<file path="src/rtl/otn_pkg.sv">
// rtl/otn_pkg.sv - shared frame constants, demapper state type and CRC-8 step function
package otn_pkg;

  localparam logic [7:0] FAS0_BYTE = 8'hF6;
  localparam logic [7:0] FAS1_BYTE = 8'h28;
  localparam logic [7:0] CRC8_POLY = 8'h07;

  typedef enum logic [2:0] {
    HUNT,
    GOT_F0,
    PYLD,
    CRC,
    DRAIN
  } state_t;

  // CRC-8, poly 0x07, MSB-first, no reflection, no final XOR
  function automatic logic [7:0] crc8_byte(input logic [7:0] crc, input logic [7:0] data);
    logic [7:0] c;
    c = crc ^ data;
    for (int i = 0; i < 8; i++) begin
      c = c[7] ? ({c[6:0], 1'b0} ^ CRC8_POLY) : {c[6:0], 1'b0};
    end
    return c;
  endfunction

endpackage

</file>
<file path="src/rtl/crc8_acc.sv">
// rtl/crc8_acc.sv - byte-wide CRC-8 accumulator with clear and enable
module crc8_acc
  import otn_pkg::*;
(
  input  logic       i_clk,
  input  logic       i_rst_n,
  input  logic       i_clear,
  input  logic       i_enable,
  input  logic [7:0] i_data,
  output logic [7:0] o_crc
);

  logic [7:0] crc_q, crc_d;

  // clear wins over enable so a new frame always starts from zero
  always_comb begin
    crc_d = crc_q;
    if (i_clear) begin
      crc_d = 8'h00;
    end else if (i_enable) begin
      crc_d = crc8_byte(crc_q, i_data);
    end
  end

  // accumulator register
  always_ff @(posedge i_clk) begin
    if (!i_rst_n) begin
      crc_q <= 8'h00;
    end else begin
      crc_q <= crc_d;
    end
  end

  assign o_crc = crc_q;

endmodule

</file>
<file path="src/rtl/demapper.sv">
// rtl/demapper.sv - frame hunter, payload buffer and CRC checker; DEMAPPER_CRC_EN enables CRC checking
module demapper
  import otn_pkg::*;
#(
  parameter int unsigned PYLD_LEN = 8,
  parameter logic [7:0]  FAS0     = FAS0_BYTE,
  parameter logic [7:0]  FAS1     = FAS1_BYTE
) (
  input  logic       i_clk,
  input  logic       i_rst_n,
  input  logic [7:0] i_frame_data,
  input  logic       i_frame_data_valid,
  output logic       o_frame_data_ready,
  output logic [7:0] o_pyld_data,
  output logic       o_pyld_data_valid,
  input  logic       i_pyld_data_ready,
  output logic       o_ack_valid,
  output logic       o_ack_good,
  output logic [7:0] o_crc_val,
  output logic [7:0] o_crc_err_cnt
);

`ifdef DEMAPPER_CRC_EN
  localparam bit CRC_EN = 1'b1;
`else
  localparam bit CRC_EN = 1'b0;
`endif

  localparam int unsigned IW = $clog2(PYLD_LEN);
  localparam logic [IW-1:0] LAST = IW'(PYLD_LEN - 1);

  state_t          state_q, state_d;
  logic [IW-1:0]   idx_q, idx_d, idx_inc;
  logic [7:0]      buf_q [PYLD_LEN];
  logic [7:0]      buf_d [PYLD_LEN];
  logic [7:0]      crc_val_q, crc_val_d;
  logic [7:0]      err_q, err_d;
  logic            ack_valid_q, ack_valid_d;
  logic            ack_good_q, ack_good_d;
  logic            pyld_valid_q, pyld_valid_d;
  logic [7:0]      pyld_data_q, pyld_data_d;
  logic            accept, crc_clr, crc_step, frame_good;
  logic [7:0]      crc_acc;

  assign o_frame_data_ready = (state_q != DRAIN);
  assign accept             = i_frame_data_valid && o_frame_data_ready;
  assign idx_inc            = idx_q + IW'(1);

  crc8_acc u_crc (
    .i_clk    (i_clk),
    .i_rst_n  (i_rst_n),
    .i_clear  (crc_clr),
    .i_enable (crc_step),
    .i_data   (i_frame_data),
    .o_crc    (crc_acc)
  );

  // frame FSM: alignment hunt, payload capture, CRC compare and payload drain
  always_comb begin
    state_d      = state_q;
    idx_d        = idx_q;
    buf_d        = buf_q;
    crc_val_d    = crc_val_q;
    err_d        = err_q;
    ack_valid_d  = 1'b0;
    ack_good_d   = 1'b0;
    pyld_valid_d = pyld_valid_q;
    pyld_data_d  = pyld_data_q;
    crc_clr      = 1'b0;
    crc_step     = 1'b0;
    frame_good   = !CRC_EN || (i_frame_data == crc_acc);
    case (state_q)
      HUNT: begin
        if (accept && i_frame_data == FAS0) state_d = GOT_F0;
      end
      GOT_F0: begin
        if (accept) begin
          if (i_frame_data == FAS1) begin
            state_d = PYLD;
            idx_d   = '0;
            crc_clr = 1'b1;
          end else if (i_frame_data != FAS0) begin
            state_d = HUNT;
          end
        end
      end
      PYLD: begin
        if (accept) begin
          buf_d[idx_q] = i_frame_data;
          crc_step     = 1'b1;
          if (idx_q == LAST) state_d = CRC;
          else               idx_d   = idx_inc;
        end
      end
      CRC: begin
        if (accept) begin
          crc_val_d   = CRC_EN ? crc_acc : 8'h00;
          ack_valid_d = 1'b1;
          ack_good_d  = frame_good;
          if (frame_good) begin
            state_d = DRAIN;
            idx_d   = '0;
          end else begin
            state_d = HUNT;
            if (err_q != 8'hFF) err_d = err_q + 8'd1;
          end
        end
      end
      DRAIN: begin
        // first cycle loads the output register; afterwards advance only on a taken byte
        if (!pyld_valid_q) begin
          pyld_valid_d = 1'b1;
          pyld_data_d  = buf_q[idx_q];
        end else if (i_pyld_data_ready) begin
          if (idx_q == LAST) begin
            pyld_valid_d = 1'b0;
            state_d      = HUNT;
          end else begin
            idx_d       = idx_inc;
            pyld_data_d = buf_q[idx_inc];
          end
        end
      end
      default: state_d = HUNT;
    endcase
  end

  // state and output registers; reset discards any partial frame or drain
  always_ff @(posedge i_clk) begin
    if (!i_rst_n) begin
      state_q      <= HUNT;
      idx_q        <= '0;
      buf_q        <= '{default: 8'h00};
      crc_val_q    <= 8'h00;
      err_q        <= 8'h00;
      ack_valid_q  <= 1'b0;
      ack_good_q   <= 1'b0;
      pyld_valid_q <= 1'b0;
      pyld_data_q  <= 8'h00;
    end else begin
      state_q      <= state_d;
      idx_q        <= idx_d;
      buf_q        <= buf_d;
      crc_val_q    <= crc_val_d;
      err_q        <= err_d;
      ack_valid_q  <= ack_valid_d;
      ack_good_q   <= ack_good_d;
      pyld_valid_q <= pyld_valid_d;
      pyld_data_q  <= pyld_data_d;
    end
  end

  assign o_pyld_data       = pyld_data_q;
  assign o_pyld_data_valid = pyld_valid_q;
  assign o_ack_valid       = ack_valid_q;
  assign o_ack_good        = ack_good_q;
  assign o_crc_val         = crc_val_q;
  assign o_crc_err_cnt     = err_q;

endmodule

</file>
<file path="config.mk">
export PLATFORM = sky130hd
export DESIGN_NAME = demapper
export DESIGN_NICKNAME = d
export VERILOG_FILES = /design/src/rtl/otn_pkg.sv /design/src/rtl/crc8_acc.sv /design/src/rtl/demapper.sv
export SDC_FILE = /design/constraint.sdc
export NUM_CORES = 1
export LEC_CHECK = 0
export BUFFER_PORTS_ARGS = -buffer_cell sky130_fd_sc_hd__buf_2
export CAP_MARGIN = 20
export CELL_PAD_IN_SITES_DETAIL_PLACEMENT = 1
export CELL_PAD_IN_SITES_GLOBAL_PLACEMENT = 1
export CORE_MARGIN = 5
export CORE_UTILIZATION = 30
export CTS_CLUSTER_SIZE = 12
export DETAILED_ROUTE_END_ITERATION = 8
export GPL_TIMING_DRIVEN = 0
export PLACE_DENSITY_LB_ADDON = 0.1
export SLEW_MARGIN = 10
export SYNTH_ARGS = -nofsm -noshare
export SYNTH_HDL_FRONTEND = slang
export SYNTH_SLANG_ARGS = --single-unit
</file>
<file path="constraint.sdc">
create_clock -name i_clk -period 4.15 [get_ports i_clk]
set_input_delay 0.415 -clock i_clk [delete_from_list [all_inputs] [get_ports i_clk]]
set_output_delay 0.415 -clock i_clk [all_outputs]
set_load 0.005 [all_outputs]
</file>
=== Yosys cells after proc, flatten, opt, wreduce, memory -nomap -nowiden ===
Cells that the tools add are included.

* Mux-type cells: 35
* Magnitude comparators: 3
* Bitwise logic cells: 2
* Equality and inequality tests: 21
* Reductions and logical operators: 10
* Add/subtract/negate cells: 1

{| class="wikitable"
|+ Operator list
! operator !! count
|-
| $bwmux 64 || 1
|-
| $mux 8 || 8
|-
| $mux 3 || 17
|-
| $bmux 8 s3 || 2
|-
| $demux 8 s3 || 1
|-
| $ne 2x2->1 const B || 11
|-
| $pmux 3 s5 || 1
|-
| $pmux 3 s4 || 1
|-
| $reduce_and 9->1 || 1
|-
| $eq 8x6->1 const B || 1
|-
| $eq 8x8->1 const B || 1
|-
| $ge 4x4->1 const B || 2
|-
| $ne 8x8->1 const B || 1
|-
| $not 3->4 || 2
|-
| $reduce_and 7->1 || 1
|-
| $eq 3x2->1 const B || 2
|-
| $eq 3x3->1 const B || 2
|-
| $ne 3x3->1 const B || 2
|-
| $lt 4x1->1 const B || 1
|-
| $mux 1 || 4
|-
| $reduce_and 2->1 || 2
|-
| $reduce_bool 4->1 || 1
|-
| $add 3x1->3 const B || 1
|-
| $eq 3x1->1 const B || 1
|-
| 3 further kinds || 5
|}

* Logic and storage cells: 85
* Bits in registers: 80
* Input port bits: 12
* Output and inout port bits: 28

=== Longest topological paths before layout ===
Gate-level depths: netlist (run 1).

* Depth in word-level cells: 8
* Gate-level depth with buffers: 7
* Mapped depth without buffers: 6

=== Worst setup path after synthesis (run 1) ===
OpenSTA, ideal clock, no wires.

* Kind: flip-flop to flip-flop
* Start point: reg idx_q[0]
* End point: reg pyld_data_q[5] (netlist: o_pyld_data[5])
* Data required time: 4.009 ns
* Data arrival time: 1.668 ns
* Clock period less this slack: 1.809 ns
* Setup slack: 2.341 ns
* Buffers on the path: 2
* Library setup time: 0.141 ns
* Stages on the path, launching flop included: 8
* Path through: dfxtp_1 -> ha_1 -> ha_1 -> buf_2 -> buf_2 -> mux4_2 -> mux2i_1 -> a221oi_1

* Cells in the longest elaborated chain, start to end: 8
* Elaborated cells between the ends (all ways): 15
* Those cells by class: add/sub: 1; eq/ne: 2; mux: 9; bitwise: 2; reduce/logical: 1

{| class="wikitable"
|+ Ends and longest elaborated chain
! item !! line !! RTL
|-
| start, declared || demapper.sv:33 || <nowiki>logic [IW-1:0] idx_q, idx_d, idx_inc;</nowiki>
|-
| start signal, assigned || demapper.sv:142 || <nowiki>idx_q <= idx_d;</nowiki>
|-
| $add 3x1->3 || demapper.sv:47 || <nowiki>assign idx_inc = idx_q + IW'(1);</nowiki>
|-
| $not 3->4 (implied by the code) || demapper.sv:120 || <nowiki>pyld_data_d = buf_q[idx_inc];</nowiki>
|-
| $bmux 8 s3 || demapper.sv:120 ||
|-
| $mux 8 (implied by the code) (2 in series) || demapper.sv:120 ||
|-
| $mux 8 || demapper.sv:115 || <nowiki>if (idx_q == LAST) begin</nowiki>
|-
| $mux 8 || demapper.sv:114 || <nowiki>end else if (i_pyld_data_ready) begin</nowiki>
|-
| $mux 8 || demapper.sv:111 || <nowiki>if (!pyld_valid_q) begin</nowiki>
|-
| end signal, assigned || demapper.sv:149 || <nowiki>pyld_data_q <= pyld_data_d;</nowiki>
|-
| end, declared || demapper.sv:41 || <nowiki>logic [7:0] pyld_data_q, pyld_data_d;</nowiki>
|}

Several ways; a longest one is shown, not always the timed one. The select of a mux whose other input is x is not followed.
A chain may end at the register's enable or synchronous reset.

=== Worst setup path after layout (run 1) ===
* Start point: reg idx_q[0]
* End point: reg pyld_data_q[6] (netlist: o_pyld_data[6])

The elaborated chain is that of the path after synthesis.

==> results of run 1 <==
## how the worst max path moves through the flow
stage                     end  slack, ns  cells after the start
6_report       o_pyld_data[6]       1.84                      7
5_1_grt              buf_q[4]       1.74                      5
4_1_cts        o_pyld_data[6]       1.83                      7
3_5_place_dp        buf_q[53]       1.79                      5
3_3_place_gp        buf_q[54]       1.76                      5
2_1_floorplan  o_pyld_data[5]       2.34                      7
## cells by family after synthesis
kind of cell	after synthesis	share of synthesized area, %
other	1	0.0868
AOI/OAI and AO/OA	26	4.32
and+or+nand+nor	107	13.8
xor gates and xnor gates	1	0.203
buffers and inverters	58	7.56
DFF	80	37.1
adders and majority gates	2	0.579
muxes	117	36.4
## power by group
| group | switching (mW) | internal [mW] | leakage, nW |
|---|---|---|---|
| clock network | 0.351 | 0.426 | 0.136 |
| registers | 0.00170 | 0.768 | 0.644 |
| logic | 0.0487 | 0.0249 | 1.13 |
| total | 0.402 | 1.22 | 1.91 |
## synth_stat cells (all sizes together)
master   count
or4          1
and2b        1
nand3        3
nor4         1
o21a         1
conb         1
nand4        2
o21ai        9
and4bb       1
nor3         4
mux4        32
a211o        1
or3b         2
xnor2        1
o211ai       1
nor2        69
a31oi        1
nor4b        5
nand4b       5
dfxtp       80
and4         1
clkbuf      19
o31ai        1
mux2i       85
ha           2
or3          1
a221oi       9
a21oi        3
nand2b       3
nand2        6
buf         37
and2         1
nand4bb      1
inv          2
## area by class of cell
type	instances	share of cell area [%]
Inverter	2	0.152
Clock inverter	5	0.859
Sequential cell	80	32.3
Buffer	56	6.44
Timing Repair Buffer	14	1.41
Multi-Input combinational cell	269	49.4
Tap cell	180	4.55
Clock buffer	11	4.90
## sequential cells by signal, indices dropped and copies added (netlist names)
signal,cells
buf_q,64
o_pyld_data,8
idx_q,3
state_q,3
o_ack_good,1
o_pyld_data_valid,1
## worst register-to-register path, stage by stage (launching register included)
cell and delay [ns]:
dfxtp_1 0.34, ha_1 0.20, ha_1 0.27, buf_2 0.29, buf_2 0.37, mux4_2 0.36, mux2i_1 0.19, a221oi_1 0.11
## layer usage
metal  share of wire, %  vias up
li1                   -     1480
met1                 45     1611
met2                 50       53
met3                2.9       24
met4                2.4        0
met5                  0        -
## through the flow
| step | worst slack (ns) | hold WS, ns | util [%] | instance area (um2) | total power, mW |
|---|---|---|---|---|---|
| 2_1_floorplan | 2.34 | 0.472 | - | 4370 | 0.838 |
| 3_3_place_gp | 1.76 | 0.493 | 33.4 | 4670 | 0.862 |
| 3_5_place_dp | 1.79 | 0.507 | 33.4 | 4670 | 0.862 |
| 4_1_cts | 1.83 | 0.523 | 35.4 | 4950 | 1.64 |
| 5_1_grt | 1.74 | 0.541 | 35.4 | 4950 | 1.67 |
| 6_report | 1.84 | 0.523 | 35.4 | 4950 | 1.62 |
==> out/results.txt, run 1 <==
H-tree levels = 3
DP Cell Count = 601
Critical R2R Launch = idx_q[0]
WS Path Type = register to register
Die Wd = 130 um
Post-route clock period utilization = 55.6%
CTS tree = built
Initial antenna violation count = 0
Crit path max fanout = 10
Highest-count cells in the layout ignoring fill and taps = 85 x mux2i_1, 80 x dfxtp_1, 63 x nor2_1
First-pass GRT wire length = 20300 um
Boundary pin count = 40
Ant diodes = 0
Postcts setup bufs = 0
Starting density of the core = 30.9%
Reg2Reg Capture Point = o_pyld_data[6]
CP arrival = 2.48 ns
Initial drt markers = 165
Number of routed nets with antenna violations = 0
Yosys top cell area share = 37.1%
Vias/cell = 5.13
Overall Global Routing Usage = 16.6%
VDD IR-drop max = 0.000138 V
TNS Setup = 0 ns
Clock-pin slew on the worst setup and hold paths = 0.06 ns
Die Y = 130 um
Register area = 0.00160 mm2
DR vias = 3168
Deepest clock path buffer count = 2
Nets = 446
Pwr dens = 327 mW/mm2
Final setup viols = 0
R2R setup slack = 1.84 ns
Most Crowded Layer GR = met2
Critical Path RT = 4.33 ns
Via count of the first global-routing pass = 3256
Seq/Total Area, Yosys = 37.1%
Worst path top cell family by delay = buffers and inverters
CTS sink count = 80
CTS Root Cell = clkbuf_16
Netlist Area Pre-Place = 0.00432 mm2
Count of cell types in the netlist = 45
Core box area = 0.0140 mm2
Leading area contributor after synthesis = dfxtp_1
Critical-path top delay cell = buf_2
Synth Area per Inst = 11.0 um2
Post-layout min period = 2.31 ns
DRT Pass-1 Iters = 4
Final slew viol count = 0
Port Buffers = 14
Crit. End Element = register
FMAX = 434 MHz
Total CTS buffers = 9
Hold Buf Count CTS = 0
Most common cell after layout, fill and taps aside = mux2i_1
Pin count of the biggest net entering global routing = 15
Layout fillers = 1582
CP bufs+invs = 2
Rows = 43
Critical path, cell by cell = ha_1, ha_1, buf_2, buf_2, mux4_2, mux2i_1, a221oi_1
Multi-input logic area = 0.00245 mm2
Hold EP = buf_q[37]
YS warnings = 0
Routability cong. = 0.771
Clk_skew = 0.0108 ns
Met2 Usage GRT = 28.4%
WL per Instance = 21.6 um
Hold violation count in the final report = 0
R2R cell count = 7
Startpoint Class = register
Post-cts sizing count = 0
P_leak = 1.91 nW
HP Class = register to register
Met3 GRT Util = 2.37%
Max cap viols = 0
DIE AREA = 0.0169 mm2
Synth Register Bits = 80
Worst Setup SP = idx_q[0]
Outcome = complete, no violations
Area delta synth->final = 14.7%
Layout cells sized above 1 = 25.2%
Rel. slew slack = 37.2%
Fin cells = 617
Hold Path Depth = 2
Area contributors post-synth = dfxtp_1 37%, mux2i_1 20%, mux4_2 17%
DRC = 0
DP HPWL = 9170 um
Largest stage delay on the critical path = 0.37 ns
M1 GR Usage = 21.1%
Synth Instances = 392
Clock latency on the worst-skew pair = 0.35 ns
RSZ-0062 raised after global routing = false
Remaining Overflow, GRT = 0
Hold wc startpoint = buf_q[37]
Total Wirelength = 13300 um
Worst slew pin tran = 0.938 ns
No activity file was read; power rests on OpenSTA's default activity.
==> inputs of run 2 (changes only) <==
==> constraint.sdc (replaced) <==
create_clock -name i_clk -period 1.88 [get_ports i_clk]
set_input_delay 0.188 -clock i_clk [delete_from_list [all_inputs] [get_ports i_clk]]
set_output_delay 0.188 -clock i_clk [all_outputs]
set_load 0.005 [all_outputs]
==> out/results.txt, run 2 (synthesized netlist as in run 1, its figures left out) <==
Ant diodes = 0
Most flops, register = buf_q
R2R setup slack = 0.02 ns
H-tree levels = 3
RSZ-0062 raised after global routing = true
Die Wd = 130 um
TNS Setup = 0 ns
Number of routed nets with antenna violations = 0
Hold violation count in the final report = 0
Critical-path top delay cell = mux4_2
Overall Global Routing Usage = 16.7%
Power, Total = 3.58 mW
Fin cells = 622
Layout cells sized above 1 = 28.7%
Clk pwr share = 48.0%
Flop pwr share = 47.5%
Most common cell after layout, fill and taps aside = mux2i_1
Worst Setup SP = idx_q[0]
DP Cell Count = 601
Via count of the first global-routing pass = 3304
Post-route clock period utilization = 98.7%
HP Class = input pin to register
CTS Root Cell = clkbuf_16
Rel. slew slack = 57.5%
Layout fillers = 1576
Total Wirelength = 13500 um
Final slew viol count = 0
Critical R2R Launch = idx_q[0]
Total CTS buffers = 9
Critical path, cell by cell = ha_2, ha_4, buf_8, mux4_2, mux2i_1, a221oi_1
P_leak = 1.97 nW
Sw Share = 24.8%
Hold Path Depth = 3
Area delta synth->final = 18.1%
DRT Pass-1 Iters = 4
P_sw = 0.887 mW
FMAX = 539 MHz
Core box area = 0.0140 mm2
Crit path max fanout = 5
Startpoint Class = register
Outcome = complete, no violations
Port Buffers = 14
DP HPWL = 9170 um
Remaining Overflow, GRT = 0
Boundary pin count = 40
Comb pwr share = 4.6%
CP arrival = 2.05 ns
Reg2Reg Capture Point = o_pyld_data[6]
Clk_skew = 0.0109 ns
Deepest clock path buffer count = 2
Crit. End Element = register
Final setup viols = 0
Pwr dens = 702 mW/mm2
Hold Buf Count CTS = 0
WS Path Type = register to register
R2R cell count = 6
CTS sink count = 80
Clock-pin slew on the worst setup and hold paths = 0.07 ns
Initial drt markers = 138
DR vias = 3210
Highest-count cells in the layout ignoring fill and taps = 85 x mux2i_1, 79 x dfxtp_1, 62 x nor2_1
Die Y = 130 um
Critical Path RT = 2.07 ns
Vias/cell = 5.16
Largest stage delay on the critical path = 0.49 ns
First-pass GRT wire length = 20600 um
Worst setup path endpoint = o_pyld_data[6]
DRC = 0
WL per Instance = 21.7 um
CTS tree = built
Routability cong. = 0.771
Worst slew pin tran = 0.637 ns
Critical path depth = 6
DIE AREA = 0.0169 mm2
Pin count of the biggest net entering global routing = 15
CP bufs+invs = 1
Worst path top cell family by delay = multiplexers
Starting density of the core = 30.9%
Internal cell power = 2.69 mW
Largest register FFs = 64
Clock latency on the worst-skew pair = 0.35 ns
Rows = 43
Post-layout min period = 1.86 ns
Nets = 451
Max cap viols = 0
Initial antenna violation count = 0
VDD IR-drop max = 0.000304 V
run 2: how the worst min path moves through the flow:
stage / startpoint / to / slack [ns]
5_1_grt: i_pyld_data_ready / idx_q[0] / 0.37
3_5_place_dp: buf_q[15] / buf_q[15] / 0.51
4_1_cts: i_frame_data[3] / buf_q[35] / 0.32
2_1_floorplan: buf_q[10] / buf_q[10] / 0.47
3_3_place_gp: buf_q[10] / buf_q[10] / 0.49
6_report: i_frame_data[3] / buf_q[51] / 0.33
run 2: power groups by stage:
stage                     sequential, mW  clock, mW  combinational (mW)
after floorplan                     1.74          0               0.114
after global placement              1.74          0               0.164
after detailed placement            1.74          0               0.164
after CTS                           1.70       1.75               0.165
after global routing                1.70       1.81               0.182
final                               1.70       1.72               0.164
run 2: worst reg2reg max path, cell delays in order (launching register included):
cell and delay, ns:
dfxtp_2 0.34, ha_2 0.20, ha_4 0.27, buf_8 0.13
mux4_2 0.49, mux2i_1 0.18, a221oi_1 0.11
run 2: layer usage:
layer	global-route usage [%]	share of wire (%)
met2	28.5	50
met1	21.4	44
met5	0	0
met3	2.37	3.8
met4	6.11	2.4
run 2: cell type report:
type / count / area, um2 / share of cell area [%]
sequential: 80 / 1600 / 31.4
clock buffer: 11 / 243 / 4.76
inverter: 2 / 7.51 / 0.147
multi-input combinational: 269 / 2490 / 48.9
timing repair buffer: 20 / 131 / 2.58
clock inverter: 5 / 42.5 / 0.834
buffer: 55 / 355 / 6.97
tap: 180 / 225 / 4.42
run 2: timing repair:
action,CTS,global route
pin swaps,4,5
resized for setup,14,14
buffers inserted,5,1
endpoints found under the setup margin,58,58
run 2: through the flow:
stage / util, % / area (um2) / hold slack (ns) / worst slack (ns)
4_1_cts: 36.0 / 5040 / 0.320 / -0.0175
6_report: 36.5 / 5100 / 0.326 / 0.0250
5_1_grt: 36.5 / 5100 / 0.366 / -0.00325
3_3_place_gp: 33.4 / 4670 / 0.493 / -0.436
2_1_floorplan: - / 4370 / 0.472 / 0.0711
3_5_place_dp: 33.4 / 4670 / 0.507 / -0.428
==> inputs of run 3 (changes only) <==
==> constraint.sdc (replaced) <==
create_clock -name i_clk -period 1.6 [get_ports i_clk]
set_input_delay 0.16 -clock i_clk [delete_from_list [all_inputs] [get_ports i_clk]]
set_output_delay 0.16 -clock i_clk [all_outputs]
set_load 0.005 [all_outputs]
==> out/results.txt, run 3 (synthesized netlist as in run 1, its figures left out) <==
FMAX = 572 MHz
Failing checks = negative setup slack
CTS sink count = 80
P_leak = 2.12 nW
Most common cell after layout, fill and taps aside = mux2i_1
Initial antenna violation count = 0
Worst slew pin tran = 0.738 ns
WL per Instance = 23.0 um
H-tree levels = 3
Fin util = 39.1%
Clk_skew = 0.00499 ns
DP HPWL = 9110 um
Clock latency on the worst-skew pair = 0.34 ns
Critical R2R Launch = idx_q[0]
Most flops, register = buf_q
Core box area = 0.0140 mm2
Critical path, cell by cell = ha_4, ha_4, mux4_2, mux2i_2, a221oi_2
Reg2Reg Capture Point = o_pyld_data[6]
Deepest clock path buffer count = 2
Worst setup path endpoint = o_pyld_data[6]
Worst Setup SP = idx_q[0]
Critical Path RT = 1.82 ns
Hold Path Depth = 3
Rel. slew slack = 50.8%
Vias/cell = 5.20
Area delta synth->final = 26.8%
HP Class = input pin to register
DIE AREA = 0.0169 mm2
R2R cell count = 5
CTS Root Cell = clkbuf_16
DRT Pass-1 Iters = 5
Die Y = 130 um
RSZ-0062 raised after global routing = true
Number of routed nets with antenna violations = 0
Startpoint Class = register
WS Path Type = register to register
Total CTS buffers = 9
Pin count of the biggest net entering global routing = 15
Register area = 0.00161 mm2
DR vias = 3271
Largest register FFs = 64
Pwr dens = 788 mW/mm2
Power, Total = 4.32 mW
Ant diodes = 0
Layout cells sized above 1 = 36.5%
First-pass GRT wire length = 21600 um
Outcome = finished with violations
Die Wd = 130 um
Crit. End Element = register
Final slew viol count = 0
Hold violation count in the final report = 0
Total Wirelength = 14500 um
Port Buffers = 14
Routability cong. = 0.781
Multi-input logic area = 0.00265 mm2
Initial drt markers = 141
Critical-path top delay cell = mux4_2
Remaining Overflow, GRT = 0
WHS = 0.223 ns
Post-route clock period utilization = 109%
Crit path max fanout = 5
Post-layout min period = 1.75 ns
Rows = 43
Most frequent CP cell = ha_4
Overall Global Routing Usage = 17.8%
Max cap viols = 0
Via count of the first global-routing pass = 3436
R2R setup slack = -0.15 ns
DRC = 0
Clock-pin slew on the worst setup and hold paths = 0.06 ns
CTS tree = built
Boundary pin count = 40
Hold Buf Count CTS = 0
Starting density of the core = 30.9%
Layout fillers = 1531
Nets = 458
Final setup viols = 41
Largest stage delay on the critical path = 0.53 ns
Highest-count cells in the layout ignoring fill and taps = 82 x mux2i_1, 75 x dfxtp_1, 60 x nor2_1
CP arrival = 1.97 ns
Final worst setup slack = -0.149 ns
VDD IR-drop max = 0.000687 V
## run 3: cell types whose count changed in the layout (fill, tap and decap cells not counted), sizes merged
cell      before  now
bufinv         0    1
clkinvlp       1    3
bufbuf         0    1
clkinv         4    2
buf           54   63
inv            2    3
clkbuf        32   27
## run 3: worst max-delay path, delay by kind of cell (launching register included)
kind	cells	cell delay [ns]
compound gates	1	0.08
mux	2	0.70
flops	1	0.34
fa+ha+maj	2	0.50
## run 3: how the worst min path moves through the flow
stage                     slack (ns)               from                 to
after floorplan                 0.45     o_pyld_data[0]     o_pyld_data[0]
after global placement          0.49           buf_q[9]           buf_q[9]
after detailed placement        0.50           buf_q[9]           buf_q[9]
after CTS                       0.29  i_pyld_data_ready  o_pyld_data_valid
after global routing            0.26    i_frame_data[7]          buf_q[39]
final                           0.22    i_frame_data[7]          buf_q[55]
## run 3: final cells by class
cell class / instances / area share [%]
Clock inverter: 7 / 1.30
Clock buffer: 9 / 4.11
Timing Repair Buffer: 29 / 4.73
Tap cell: 180 / 4.11
Multi-Input combinational cell: 269 / 48.3
Inverter: 2 / 0.137
Buffer: 53 / 7.93
Sequential cell: 80 / 29.4
## run 3: timing repair
| item | in CTS | in global routing |
|---|---|---|
| setup buffers | 11 | 3 |
| gates cloned | 1 | 0 |
| endpoints found under the setup margin | 78 | 74 |
| gates resized for setup | 55 | 38 |
| pin swaps | 4 | 6 |
## run 3: report_power, final
group | switching (mW) | internal (mW)
Sequential | 0.00455 | 1.99
Combinational | 0.140 | 0.0744
Clock | 0.895 | 1.21
## run 3: routing by layer
layer | global-route usage (%) | vias to the layer above | part of all wire [%]
met5 | 0 | - | 0
met4 | 5.87 | 0 | 1.9
met3 | 4.26 | 15 | 6.1
met2 | 29.1 | 86 | 49
met1 | 23.4 | 1666 | 43
li1 | - | 1504 | -
## run 3: per-stage QoR
step           worst slack [ns]  setup TNS [ns]  instances  area (um2)
2_1_floorplan           -0.0641          -0.321        407        4410
3_3_place_gp             -0.739          -42.43        601        4710
3_5_place_dp             -0.773          -41.69        601        4710
4_1_cts                  -0.143           -1.49        627        5360
5_1_grt                  -0.198           -6.40        629        5480
6_report                 -0.149           -2.80        629        5480
